### config.mk
export PLATFORM = sky130hd
export DESIGN_NAME = axis_pkt_framer
export DESIGN_NICKNAME = d
export VERILOG_FILES = /design/src/rtl/axis_pkt_pkg.sv /design/src/rtl/axis_pkt_fifo.sv /design/src/rtl/axis_pkt_framer.sv
export SDC_FILE = /design/constraint.sdc
export NUM_CORES = 1
export LEC_CHECK = 0
export CORE_ASPECT_RATIO = 1.75
export CORE_MARGIN = 3
export CORE_UTILIZATION = 65
export CTS_CLUSTER_SIZE = 25
export DETAILED_ROUTE_END_ITERATION = 7
export HOLD_SLACK_MARGIN = 0.05
export PLACE_DENSITY = 0.88
export SLEW_MARGIN = 0
export SYNTH_ARGS = -nofsm -noshare
export SYNTH_HDL_FRONTEND = slang
export SYNTH_HIERARCHICAL = 1
export SYNTH_SLANG_ARGS = --single-unit
### constraint.sdc
create_clock -name M_AXIS_ACLK -period 7.3 [get_ports M_AXIS_ACLK]
set_input_delay 0.73 -clock M_AXIS_ACLK [delete_from_list [all_inputs] [get_ports M_AXIS_ACLK]]
set_output_delay 0.73 -clock M_AXIS_ACLK [all_outputs]
set_load 0.005 [all_outputs]
### src/rtl/axis_pkt_pkg.sv
// Shared types and constants for the AXI-Stream packet framer.
// Latency: n/a (declarations only).
// Backpressure: n/a.
package axis_pkt_pkg;

    typedef enum logic {
        S_IDLE   = 1'b0,
        S_STREAM = 1'b1
    } state_t;

    localparam int DEF_TDATA_WIDTH = 32;
    localparam int DEF_FIFO_DEPTH  = 16;
    localparam int DEF_LEN_WIDTH   = 16;

    // Ceiling log2, usable in parameter and localparam expressions.
    function automatic int clog2(input int value);
        int result;
        result = 0;
        while ((1 << result) < value) begin
            result = result + 1;
        end
        return result;
    endfunction

endpackage

### src/rtl/axis_pkt_fifo.sv
// Synchronous first-word fall-through FIFO with a flush that empties it in one edge.
// Latency: a word written at edge N is on rd_data with empty=0 during cycle N+1.
// Backpressure: writes are ignored while full (even with a same-cycle read); reads are ignored while empty.
module axis_pkt_fifo
    import axis_pkt_pkg::*;
#(
    parameter int WIDTH = DEF_TDATA_WIDTH,
    parameter int DEPTH = DEF_FIFO_DEPTH
) (
    input  logic             clk,
    input  logic             rst_n,
    input  logic             flush,
    input  logic             wr_en,
    input  logic [WIDTH-1:0] wr_data,
    output logic             full,
    input  logic             rd_en,
    output logic [WIDTH-1:0] rd_data,
    output logic             empty
);

    localparam int AW = clog2(DEPTH);

    logic [WIDTH-1:0] mem [DEPTH];
    logic [AW:0]      wr_ptr;
    logic [AW:0]      rd_ptr;
    logic             do_wr;
    logic             do_rd;

    // The extra MSB on each pointer tells a full ring from an empty one.
    assign empty   = (wr_ptr == rd_ptr);
    assign full    = (wr_ptr[AW] != rd_ptr[AW]) && (wr_ptr[AW-1:0] == rd_ptr[AW-1:0]);
    assign do_wr   = wr_en & ~full;
    assign do_rd   = rd_en & ~empty;
    assign rd_data = mem[rd_ptr[AW-1:0]];

    // Pointer update; flush and reset both collapse the ring to empty.
    always_ff @(posedge clk) begin
        if (!rst_n || flush) begin
            wr_ptr <= '0;
            rd_ptr <= '0;
        end else begin
            if (do_wr) begin
                wr_ptr <= wr_ptr + (AW+1)'(1);
            end
            if (do_rd) begin
                rd_ptr <= rd_ptr + (AW+1)'(1);
            end
        end
    end

    // Storage needs no reset: pointers alone decide what is valid.
    always_ff @(posedge clk) begin
        if (do_wr) begin
            mem[wr_ptr[AW-1:0]] <= wr_data;
        end
    end

endmodule

### src/rtl/axis_pkt_framer.sv
// Frames a free-running sample stream into AXI-Stream packets of PKT_LEN beats with TLAST.
// Latency: a sample accepted at edge N is presented on M_AXIS in cycle N+1 (FWFT, no bubble).
// Backpressure: TREADY low stalls the FIFO; samples arriving while it is full are dropped and counted.
module axis_pkt_framer
    import axis_pkt_pkg::*;
#(
    parameter int C_M_AXIS_TDATA_WIDTH = DEF_TDATA_WIDTH,
    parameter int C_FIFO_DEPTH         = DEF_FIFO_DEPTH,
    parameter int C_LEN_WIDTH          = DEF_LEN_WIDTH
) (
    input  logic                              M_AXIS_ACLK,
    input  logic                              M_AXIS_ARESETN,
    input  logic                              EN,
    input  logic [C_LEN_WIDTH-1:0]            PKT_LEN,
    input  logic                              SRC_VALID,
    input  logic [C_M_AXIS_TDATA_WIDTH-1:0]   SRC_DATA,
    output logic                              M_AXIS_TVALID,
    output logic [C_M_AXIS_TDATA_WIDTH-1:0]   M_AXIS_TDATA,
    output logic [C_M_AXIS_TDATA_WIDTH/8-1:0] M_AXIS_TSTRB,
    output logic                              M_AXIS_TLAST,
    input  logic                              M_AXIS_TREADY,
    output logic                              BUSY,
    output logic                              PKT_DONE,
    output logic [C_LEN_WIDTH-1:0]            OVERFLOW_CNT
);

    state_t                    state;
    logic [C_LEN_WIDTH-1:0]    len_q;
    logic [C_LEN_WIDTH-1:0]    beat;
    logic [C_LEN_WIDTH-1:0]    ovf_cnt;
    logic                      pkt_done_q;

    logic                      streaming;
    logic                      fifo_wr;
    logic                      fifo_full;
    logic                      fifo_empty;
    logic                      fifo_flush;
    logic [C_M_AXIS_TDATA_WIDTH-1:0] fifo_head;
    logic                      hs;
    logic                      last_hs;
    logic                      next_pkt_ok;

    assign streaming   = (state == S_STREAM);
    assign fifo_wr     = streaming & SRC_VALID & ~fifo_full;
    // Holding the FIFO flushed while idle guarantees every packet starts from fresh samples.
    assign fifo_flush  = ~streaming;
    assign next_pkt_ok = EN && (PKT_LEN != '0);

    assign M_AXIS_TVALID = streaming & ~fifo_empty;
    assign M_AXIS_TDATA  = fifo_head;
    assign M_AXIS_TSTRB  = '1;
    assign M_AXIS_TLAST  = M_AXIS_TVALID & (beat == len_q - C_LEN_WIDTH'(1));
    assign hs            = M_AXIS_TVALID & M_AXIS_TREADY;
    assign last_hs       = hs & M_AXIS_TLAST;

    assign BUSY         = streaming;
    assign PKT_DONE     = pkt_done_q;
    assign OVERFLOW_CNT = ovf_cnt;

    axis_pkt_fifo #(
        .WIDTH (C_M_AXIS_TDATA_WIDTH),
        .DEPTH (C_FIFO_DEPTH)
    ) u_fifo (
        .clk     (M_AXIS_ACLK),
        .rst_n   (M_AXIS_ARESETN),
        .flush   (fifo_flush),
        .wr_en   (fifo_wr),
        .wr_data (SRC_DATA),
        .full    (fifo_full),
        .rd_en   (hs),
        .rd_data (fifo_head),
        .empty   (fifo_empty)
    );

    // Framer FSM: packet length is latched at packet start, so PKT_LEN/EN changes act on the next packet.
    always_ff @(posedge M_AXIS_ACLK) begin
        if (!M_AXIS_ARESETN) begin
            state      <= S_IDLE;
            len_q      <= '0;
            beat       <= '0;
            pkt_done_q <= 1'b0;
        end else begin
            pkt_done_q <= last_hs;
            case (state)
                S_IDLE: begin
                    if (next_pkt_ok) begin
                        state <= S_STREAM;
                        len_q <= PKT_LEN;
                        beat  <= '0;
                    end
                end
                S_STREAM: begin
                    if (last_hs) begin
                        beat <= '0;
                        if (next_pkt_ok) begin
                            len_q <= PKT_LEN;
                        end else begin
                            state <= S_IDLE;
                        end
                    end else if (hs) begin
                        beat <= beat + C_LEN_WIDTH'(1);
                    end
                end
                default: state <= S_IDLE;
            endcase
        end
    end

    // Saturating count of samples lost to a full FIFO while streaming.
    always_ff @(posedge M_AXIS_ACLK) begin
        if (!M_AXIS_ARESETN) begin
            ovf_cnt <= '0;
        end else if (streaming && SRC_VALID && fifo_full && (ovf_cnt != '1)) begin
            ovf_cnt <= ovf_cnt + C_LEN_WIDTH'(1);
        end
    end

endmodule

* Yosys cells after proc, flatten, opt, wreduce, memory -nomap -nowiden
Memory sizes are Yosys's and may differ from the RTL's. A register that Yosys moved wholly into a read port is not among the register bits.
Cells that the tools add are included.
** Word-level totals
- Input bits :: 53
- Memories kept :: 1
- Memory bits (writable) :: 512
- Flip-flop bits (word level) :: 60
** Memory list
- u_fifo.mem :: words 16, width 32, read ports 1, clocked after Yosys merged registers in 1, write ports 1, line axis_pkt_fifo.sv:23 : logic [WIDTH-1:0] mem [DEPTH];
** Cells by class
- Bitwise gates (word level) :: 11
- Reductions and logical operators :: 9
- $add $sub $neg :: 5
- Equality and inequality tests :: 8
- Mux-type cells :: 14
** Operators by type and width (count)
- 16-bit two-way mux :: 5
- 16-bit case mux with 2 select lines :: 2
- 16-bit by 1-bit adder with 16-bit output (second input constant) :: 2
- 16-bit equality test :: 1
- 16-bit inequality test (second input constant) :: 1
- 16-bit nonzero test :: 1
- 16-bit by 1-bit subtractor with 16-bit output (second input constant) :: 1
- 5-bit by 1-bit adder with 5-bit output (second input constant) :: 2
- 1-bit bitwise AND :: 8
- 4-bit two-way mux :: 2
- 5-bit equality test :: 1
- 1-bit logical AND :: 5
- 4-bit equality test :: 1
- 1-bit two-way mux :: 4
- 3-bit by 1-bit inequality test with 1-bit output (second input constant) :: 1
- 1-bit NOT :: 3
- 2-bit by 1-bit inequality test with 1-bit output (second input constant) :: 1
- 2-bit inequality test (second input constant) :: 1
- 1-bit case mux with 2 select lines :: 1
- 2-bit AND reduction :: 1
- 1-bit logical NOT :: 1
- 1-bit logical OR :: 1
- 1-bit inequality test :: 1

* Longest topological paths before layout
Gate-level depths: netlist (run 1).
- Depth after elaboration :: 7
- Gate-level depth with buffers :: 12
- Mapped depth without buffers :: 10

* Modules after synthesis
The synthesis (run 1) kept the hierarchy.
** By module, submodules not included
- axis_pkt_fifo :: instances 1, sequential area each 15655.0 sq um, area each 20249.4 sq um, cells an instance 814
- axis_pkt_framer :: instances 1, sequential area each 1001.0 sq um, area each 2696.3 sq um, cells an instance 311

* Worst setup path after synthesis (run 1)
No wires, ideal clock.
- Kind :: reg-to-output
- From :: register len_q[6]
- To :: output M_AXIS_TLAST
- Data arrival time :: 2.875 ns
- Cell stages (with the launch flop) :: 9
- Setup slack :: 3.695 ns
- Path buffers :: 2
- Required time :: 6.570 ns
- Path through :: dfxtp_1 buf_2 or4_1 buf_2 or4_4 or4_1 a2111oi_2 o2111ai_2 nor2_1
** On the way
- Cells in the longest elaborated chain, start to end :: 3
** Ends and longest elaborated chain
- start, declared :: line axis_pkt_framer.sv:28 : logic [C_LEN_WIDTH-1:0] len_q;
- start signal, assigned :: line axis_pkt_framer.sv:79 : len_q <= '0;
- start signal, assigned :: line axis_pkt_framer.sv:88 : len_q <= PKT_LEN;
- start signal, assigned :: line axis_pkt_framer.sv:96 : len_q <= PKT_LEN;
- 16-bit by 1-bit subtractor with 16-bit output :: line axis_pkt_framer.sv:52 : assign M_AXIS_TLAST = M_AXIS_TVALID & (beat == len_q - C_LEN_WIDTH'(1));
- 16-bit equality test :: line axis_pkt_framer.sv:52
- 1-bit bitwise AND :: line axis_pkt_framer.sv:52
- end, declared :: line axis_pkt_framer.sv:20 : output logic M_AXIS_TLAST,
Every way passes these cells.

* Worst setup path in the final report (run 1)
- From :: register len_q[5]
- To :: output M_AXIS_TLAST
The elaborated chain is that of the path after synthesis.

==> impl_metrics.yaml, run 1 <==
pwr:
  power.internal_mw: 5.21
  swShare_pct: 19.4
  pwr-share-clk_pct: 41.5
  switching_power_mw: 1.26
  combPwrFrac_pct: 2.7
  peakVddDrop_mv: 0.218
  powerDensity_mw_per_mm2: 249
  total_power_mw: 6.47
  p_seq_share_pct: 55.7
  leakagePower_nw: 8.00
global_routing:
  grt_pass1_vias: 12164
  antenna_found_initial: 2
  grt_max_degree: 129
  grt_overflow: 0
  grtUsageTotal_pct: 27.6
  grt_pass1_wl_mm: 76.0
clocking:
  cts-htree-levels: 2
  post_cts_buffers: 0
  clockBufferDepth: 3
  cts-root-buf: "clkbuf_16"
  cts_tree: "built"
  clk-insertion-delay-late_ns: 0.57
  cts-buffers-inserted: 48
  path_clk_slew_ns: 0.06
  cts_hold_buf: 0
  clock-sinks: 576
  cts_resized: 0
floorplanning:
  die_x_um: 148
  die_height_um: 255
  rows: 90
  start_util_pct: 66.2
  core-area_mm2: 0.0347
  die-area_mm2: 0.0377
  io-pin-count: 109
sta:
  relSlewSlack_pct: 15.4
  finalSetupTns_ns: 0
  worst_pin_slew_ns: 1.27
  period_needed_ns: 4.79
  slew_viol_final: 0
  skew_ns: 0.0150
  max_freq_ghz: 0.209
  rsz0062_at_grt: "false"
  finalCritPeriodShare_pct: 65.7
  setup_viol: 0
  final_hold_viol_count: 0
drt:
  first_iter_violations: 1149
  via_per_inst: 6.72
  vias: 11651
  drtAntennaViolNets: 0
  wirelength_mm: 50.7
  post_drt_wl_per_cell_um: 29.3
  drc: 0
  dr.pass1.iters: 5
yosys:
  synth_most_common_cell: "edfxtp_1"
  syn_inst: 1125
  synth_seq_cells: 576
  yosys_warnings: 6
  synth_area_mm2: 0.0229
  synthTopCellsByArea: "edfxtp_1, mux4_2, dfxtp_1, mux4_1, xnor2_1"
  yosysTopAreaCell: "edfxtp_1"
  async_flop_share_pct: 0
  ys_seq_area_share_pct: 72.6
  synth-main-ff-cell: "edfxtp_1"
  synth_edf_count: 512
  ys_types: 59
  yosysTopAreaCellShare_pct: 67.0
  synth_commonest_cells: "edfxtp_1, mux4_2, dfxtp_1"
  postSynthAreaPerCell_um2: 20.4
worst_hold_path:
  hold_path_class: "reg2reg"
finish:
  antenna_cells: 0
  drive_gt1_share_pct: 19.5
  areaGrowthSynthToFinish_pct: 13.3
  finalNetCount: 1296
  stdcell_count: 1733
worst_setup_path:
  cp_max_fo: 7
  required_ns: 6.57
  crit_type: "reg2out"
  crit_arrival_ns: 4.06
  start_kind: "flip-flop"
  crit_path_end_kind: "output port"
outcome:
  run_status: "finished, final reports clean"
place:
  hpwlAfterDp_mm: 25.6
  placed_cells: 1645
  port_buffers: 104
  gp_congestion: 0.878
flow_run:
  maxCapViolCount: 0
==> logic make-up (layout without fill, tap and decap cells) <==
group	count (synthesis)	after routing	share of synthesized area, %
DFF	576	576	72.6
adders and majority gates	8	8	0.436
buffers and inverters	77	222	1.93
AOI/OAI and AO/OA	66	66	2.31
and+or+nand+nor	174	174	4.02
muxes	171	171	16.7
xor gates and xnor gates	52	52	1.98
other	1	4	0.0163
==> metrics by stage <==
| step | hold slack, ns | instance area, um2 | setup slack [ns] | util (%) |
|---|---|---|---|---|
| 3_5_place_dp | 0.492 | 24400 | 3.11 | 70.2 |
| 5_1_grt | 0.533 | 26000 | 2.30 | 75.0 |
| 2_1_floorplan | 0.462 | 23000 | 3.69 | - |
| 3_3_place_gp | 0.485 | 24400 | 3.13 | 70.2 |
| 4_1_cts | 0.506 | 26000 | 2.49 | 75.0 |
| 6_report | 0.508 | 26000 | 2.51 | 75.0 |
==> critical path, cell delays in order, from the launching register on <==
cell and delay [ns]:
dfxtp_1 0.37, or4_1 0.65, or4_4 0.58, or4_1 0.52, a2111oi_2 0.40, o2111ai_2 0.30
nor2_1 0.17, clkdlybuf4s50_1 0.51
==> layer usage <==
| metal | GRT usage, % | vias up | part of all wire (%) |
|---|---|---|---|
| met5 | 0 | - | 0.049 |
| met4 | 11.7 | 4 | 4.4 |
| met3 | 4.39 | 165 | 7.5 |
| met2 | 47.4 | 656 | 53 |
| met1 | 35.8 | 5929 | 35 |
| li1 | - | 4897 | - |
==> final timing paths <==
check                  from           end  slack, ns  depth (start not counted)
setup / recovery   len_q[5]  M_AXIS_TLAST       2.51                          7
hold / removal    len_q[10]     len_q[10]       0.51                          1
hold reg to reg   len_q[10]     len_q[10]       0.51                          1
setup reg to reg   len_q[0]      beat[11]       3.21                          9
==> power by group through the flow <==
| stage | registers [mW] | logic, mW | clock network, mW |
|---|---|---|---|
| finish | 3.61 | 0.176 | 2.69 |
| global route | 3.61 | 0.193 | 2.83 |
| CTS | 3.61 | 0.177 | 2.72 |
| detailed placement | 3.68 | 0.174 | 0 |
| global placement | 3.68 | 0.164 | 0 |
| floorplan | 3.67 | 0.0844 | 0 |
==> layout make-up <==
type	instances	area, um2
clock inverter	29	365
tap	460	576
sequential	576	16700
multi-input combinational	475	5890
timing repair buffer	119	1170
fill	1866	8680
clock buffer	59	1280
inverter	15	56.3
==> state kept, by name, indices dropped and copies added, names as in the netlist, named ones only <==
register       flops
len_q             16
u_fifo/rd_ptr      5
u_fifo/mem       512
PKT_DONE           1
OVERFLOW_CNT      16
beat              16
u_fifo/wr_ptr      5
BUSY               1
==> cells in the final DEF (no fill, tap or decap), types with 5 or more instances in the layout <==
cell type,netlist,layout
ha_1,8,8
a21oi_1,7,6
nor2b_1,5,5
xor2_1,25,25
xnor2_1,27,27
nand4_1,13,13
mux4_2,128,128
clkdlybuf4s50_1,0,104
and4_1,7,7
clkbuf_1,27,8
a32o_1,17,17
inv_1,14,14
nand2_1,35,35
o21ai_0,7,7
nor2_1,46,46
clkinv_1,1,6
and3_2,0,11
mux2i_1,10,10
clkinv_2,0,9
o211ai_1,11,11
nand3_1,14,14
clkbuf_16,0,49
or4_1,11,11
bufinv_16,0,8
mux4_1,32,32
buf_4,5,14
edfxtp_1,512,512
dfxtp_1,64,60
Note: power is estimated with default switching activity, not from simulation.
==> run 2, diff against run 1 <==
--- a/config.mk
+++ b/config.mk
@@ -7,11 +7,11 @@
 export LEC_CHECK = 0
 export CORE_ASPECT_RATIO = 1.75
 export CORE_MARGIN = 3
-export CORE_UTILIZATION = 65
+export CORE_UTILIZATION = 54
 export CTS_CLUSTER_SIZE = 25
 export DETAILED_ROUTE_END_ITERATION = 7
 export HOLD_SLACK_MARGIN = 0.05
-export PLACE_DENSITY = 0.88
+export PLACE_DENSITY = 0.78
 export SLEW_MARGIN = 0
 export SYNTH_ARGS = -nofsm -noshare
 export SYNTH_HDL_FRONTEND = slang
==> constraint.sdc (replaced) <==
create_clock -name M_AXIS_ACLK -period 4.05 [get_ports M_AXIS_ACLK]
set_input_delay 0.405 -clock M_AXIS_ACLK [delete_from_list [all_inputs] [get_ports M_AXIS_ACLK]]
set_output_delay 0.405 -clock M_AXIS_ACLK [all_outputs]
set_load 0.005 [all_outputs]
==> run 2 against run 1 <==
Final cell count is 6.7% higher. Global-route usage down 5.6 points. Count of clock-buffer cells in the layout grew 6. Largest cell class unchanged. Clock skew decreased by 0.0017 ns. First-iteration DRC count shrank 24%. Die area up 20%.
==> impl_metrics.yaml, run 2 (same netlist as run 1, synthesis figures left out) <==
outcome:
  run_status: "finished, final reports clean"
clocking:
  cts-htree-levels: 2
  clockBufferDepth: 3
  cts_tree: "built"
  clock-sinks: 576
  cts-buffers-inserted: 49
  path_clk_slew_ns: 0.06
  cts_hold_buf: 0
  cts-root-buf: "clkbuf_16"
  clk-insertion-delay-late_ns: 0.58
sta:
  max_freq_ghz: 0.258
  finalCritPeriodShare_pct: 95.8
  period_needed_ns: 3.88
  worst_pin_slew_ns: 0.880
  slew_viol_final: 0
  setup_viol: 0
  skew_ns: 0.0133
  final_hold_viol_count: 0
  rsz0062_at_grt: "false"
  relSlewSlack_pct: 41.3
  finalSetupTns_ns: 0
floorplanning:
  start_util_pct: 54.8
  io-pin-count: 109
  die_height_um: 279
  core-area_mm2: 0.0419
  rows: 99
  die_x_um: 162
  die-area_mm2: 0.0451
worst_setup_path:
  crit_buf_inv: 1
  crit_path_end_kind: "output port"
  crit_family: "simple AND/OR/NAND/NOR gates"
  cp_max_fo: 7
  crit_type: "reg2out"
  critical_path.max_stage_delay_ns: 0.58
  crit_arrival_ns: 3.47
  cpMostUsedCell: "or4_4"
  ff2ff_setup_slack_ns: 0.43
  required_ns: 3.64
  cp_cell_sequence: "or4_4 > or4_4 > or4_4 > a2111oi_4 > o2111ai_2 > nor2_1 > dlygate4sd2_1"
  start_kind: "flip-flop"
  slowest_stage: "or4_4"
finish:
  final_common_cell: "edfxtp_1"
  largest_reg_flops: 512
  n_fill_cell: 2866
  layout_common_cells: "edfxtp_1, mux4_2, clkdlybuf4s50_1, dfxtp_1, clkbuf_16"
  drive_gt1_share_pct: 21.1
  final_area_mm2: 0.0264
  areaGrowthSynthToFinish_pct: 15.0
  finalNetCount: 1317
  regArea_mm2: 0.0167
  multi_input_area_mm2: 0.00591
drt:
  first_iter_violations: 870
  drc: 0
  post_drt_wl_per_cell_um: 26.6
  wirelength_mm: 49.2
  vias: 11507
  via_per_inst: 6.22
  drtAntennaViolNets: 0
  dr.pass1.iters: 5
pwr:
  powerDensity_mw_per_mm2: 433
  peakVddDrop_mv: 0.397
  leakagePower_nw: 8.11
  total_power_mw: 11.4
global_routing:
  grt_overflow: 0
  grt_pass1_wl_mm: 74.1
  grt_max_degree: 52
  grt_pass1_vias: 12082
  grtUsageTotal_pct: 22.0
  antenna_found_initial: 2
worst_hold_path:
  hold_path_class: "in2reg"
place:
  port_buffers: 104
  hpwlAfterDp_mm: 27.7
  dpl_cell_area_mm2: 0.0248
  gp_congestion: 0.873
flow_run:
  maxCapViolCount: 0
run 2: layout make-up:
class	count	area share, %
Sequential cell	576	63.1
Multi-Input combinational cell	475	22.4
Timing Repair Buffer	139	5.65
Clock buffer	65	5.10
Tap cell	555	2.63
Clock inverter	23	0.863
Inverter	15	0.213
Antenna cell	1	0.00948
run 2: path summary, 6_finish.rpt:
kind	to	cells past startpoint	from
setup / recovery	M_AXIS_TLAST	7	len_q[5]
setup reg to reg	len_q[14]	10	len_q[0]
hold reg to reg	len_q[15]	1	len_q[15]
hold / removal	len_q[10]	2	PKT_LEN[10]
run 2: stage by stage:
step | std cells | worst slack (ns) | utilization, % | hold slack, ns
6_report | 1849 | 0.171 | 63.1 | 0.479
5_1_grt | 1848 | 0.0381 | 63.0 | 0.481
4_1_cts | 1848 | 0.127 | 63.0 | 0.450
3_5_place_dp | 1759 | 0.240 | 59.2 | 0.483
3_3_place_gp | 1759 | 0.285 | 59.2 | 0.484
2_1_floorplan | 1128 | 0.551 | - | 0.462
run 2: repair_timing:
item / in CTS / in global routing
setup buffers: 1 / 0
resized for setup: 7 / 0
setup endpoints to repair: 1 / 0
hold endpoints to repair: 0 / 0
run 2: power breakdown:
| part | leakage, nW | switching (mW) | internal, mW |
|---|---|---|---|
| Combinational | 2.21 | 0.185 | 0.151 |
| Sequential | 5.13 | 0.0210 | 6.48 |
| Clock | 0.768 | 2.05 | 2.54 |
run 2: worst reg2reg max path, cell delays in order, from the launching register on:
cell	delay, ns
dfxtp_1	0.35
inv_1	0.07
ha_1	0.25
or4b_2	0.68
nor4_1	0.28
buf_4	0.20
mux2_2	0.33
a31o_2	0.29
or3_1	0.39
o21ba_1	0.37
a32o_1	0.30
run 2: metal layers:
metal  vias up  wire length, um  global-route usage (%)
li1       4945                -                       -
met1      6018            17500                    26.2
met2       439            27200                    40.5
met3       103             2800                    3.37
met4         2             1670                    7.77
met5         -               20                       0
==> run 3, diff against run 2 <==
--- a/config.mk
+++ b/config.mk
@@ -12,7 +12,6 @@
 export DETAILED_ROUTE_END_ITERATION = 7
 export HOLD_SLACK_MARGIN = 0.05
 export PLACE_DENSITY = 0.78
-export SLEW_MARGIN = 0
 export SYNTH_ARGS = -nofsm -noshare
 export SYNTH_HDL_FRONTEND = slang
 export SYNTH_HIERARCHICAL = 1
==> results of run 3 <==
Same layout as run 2: the final DEF is identical, and so are final timing and power.
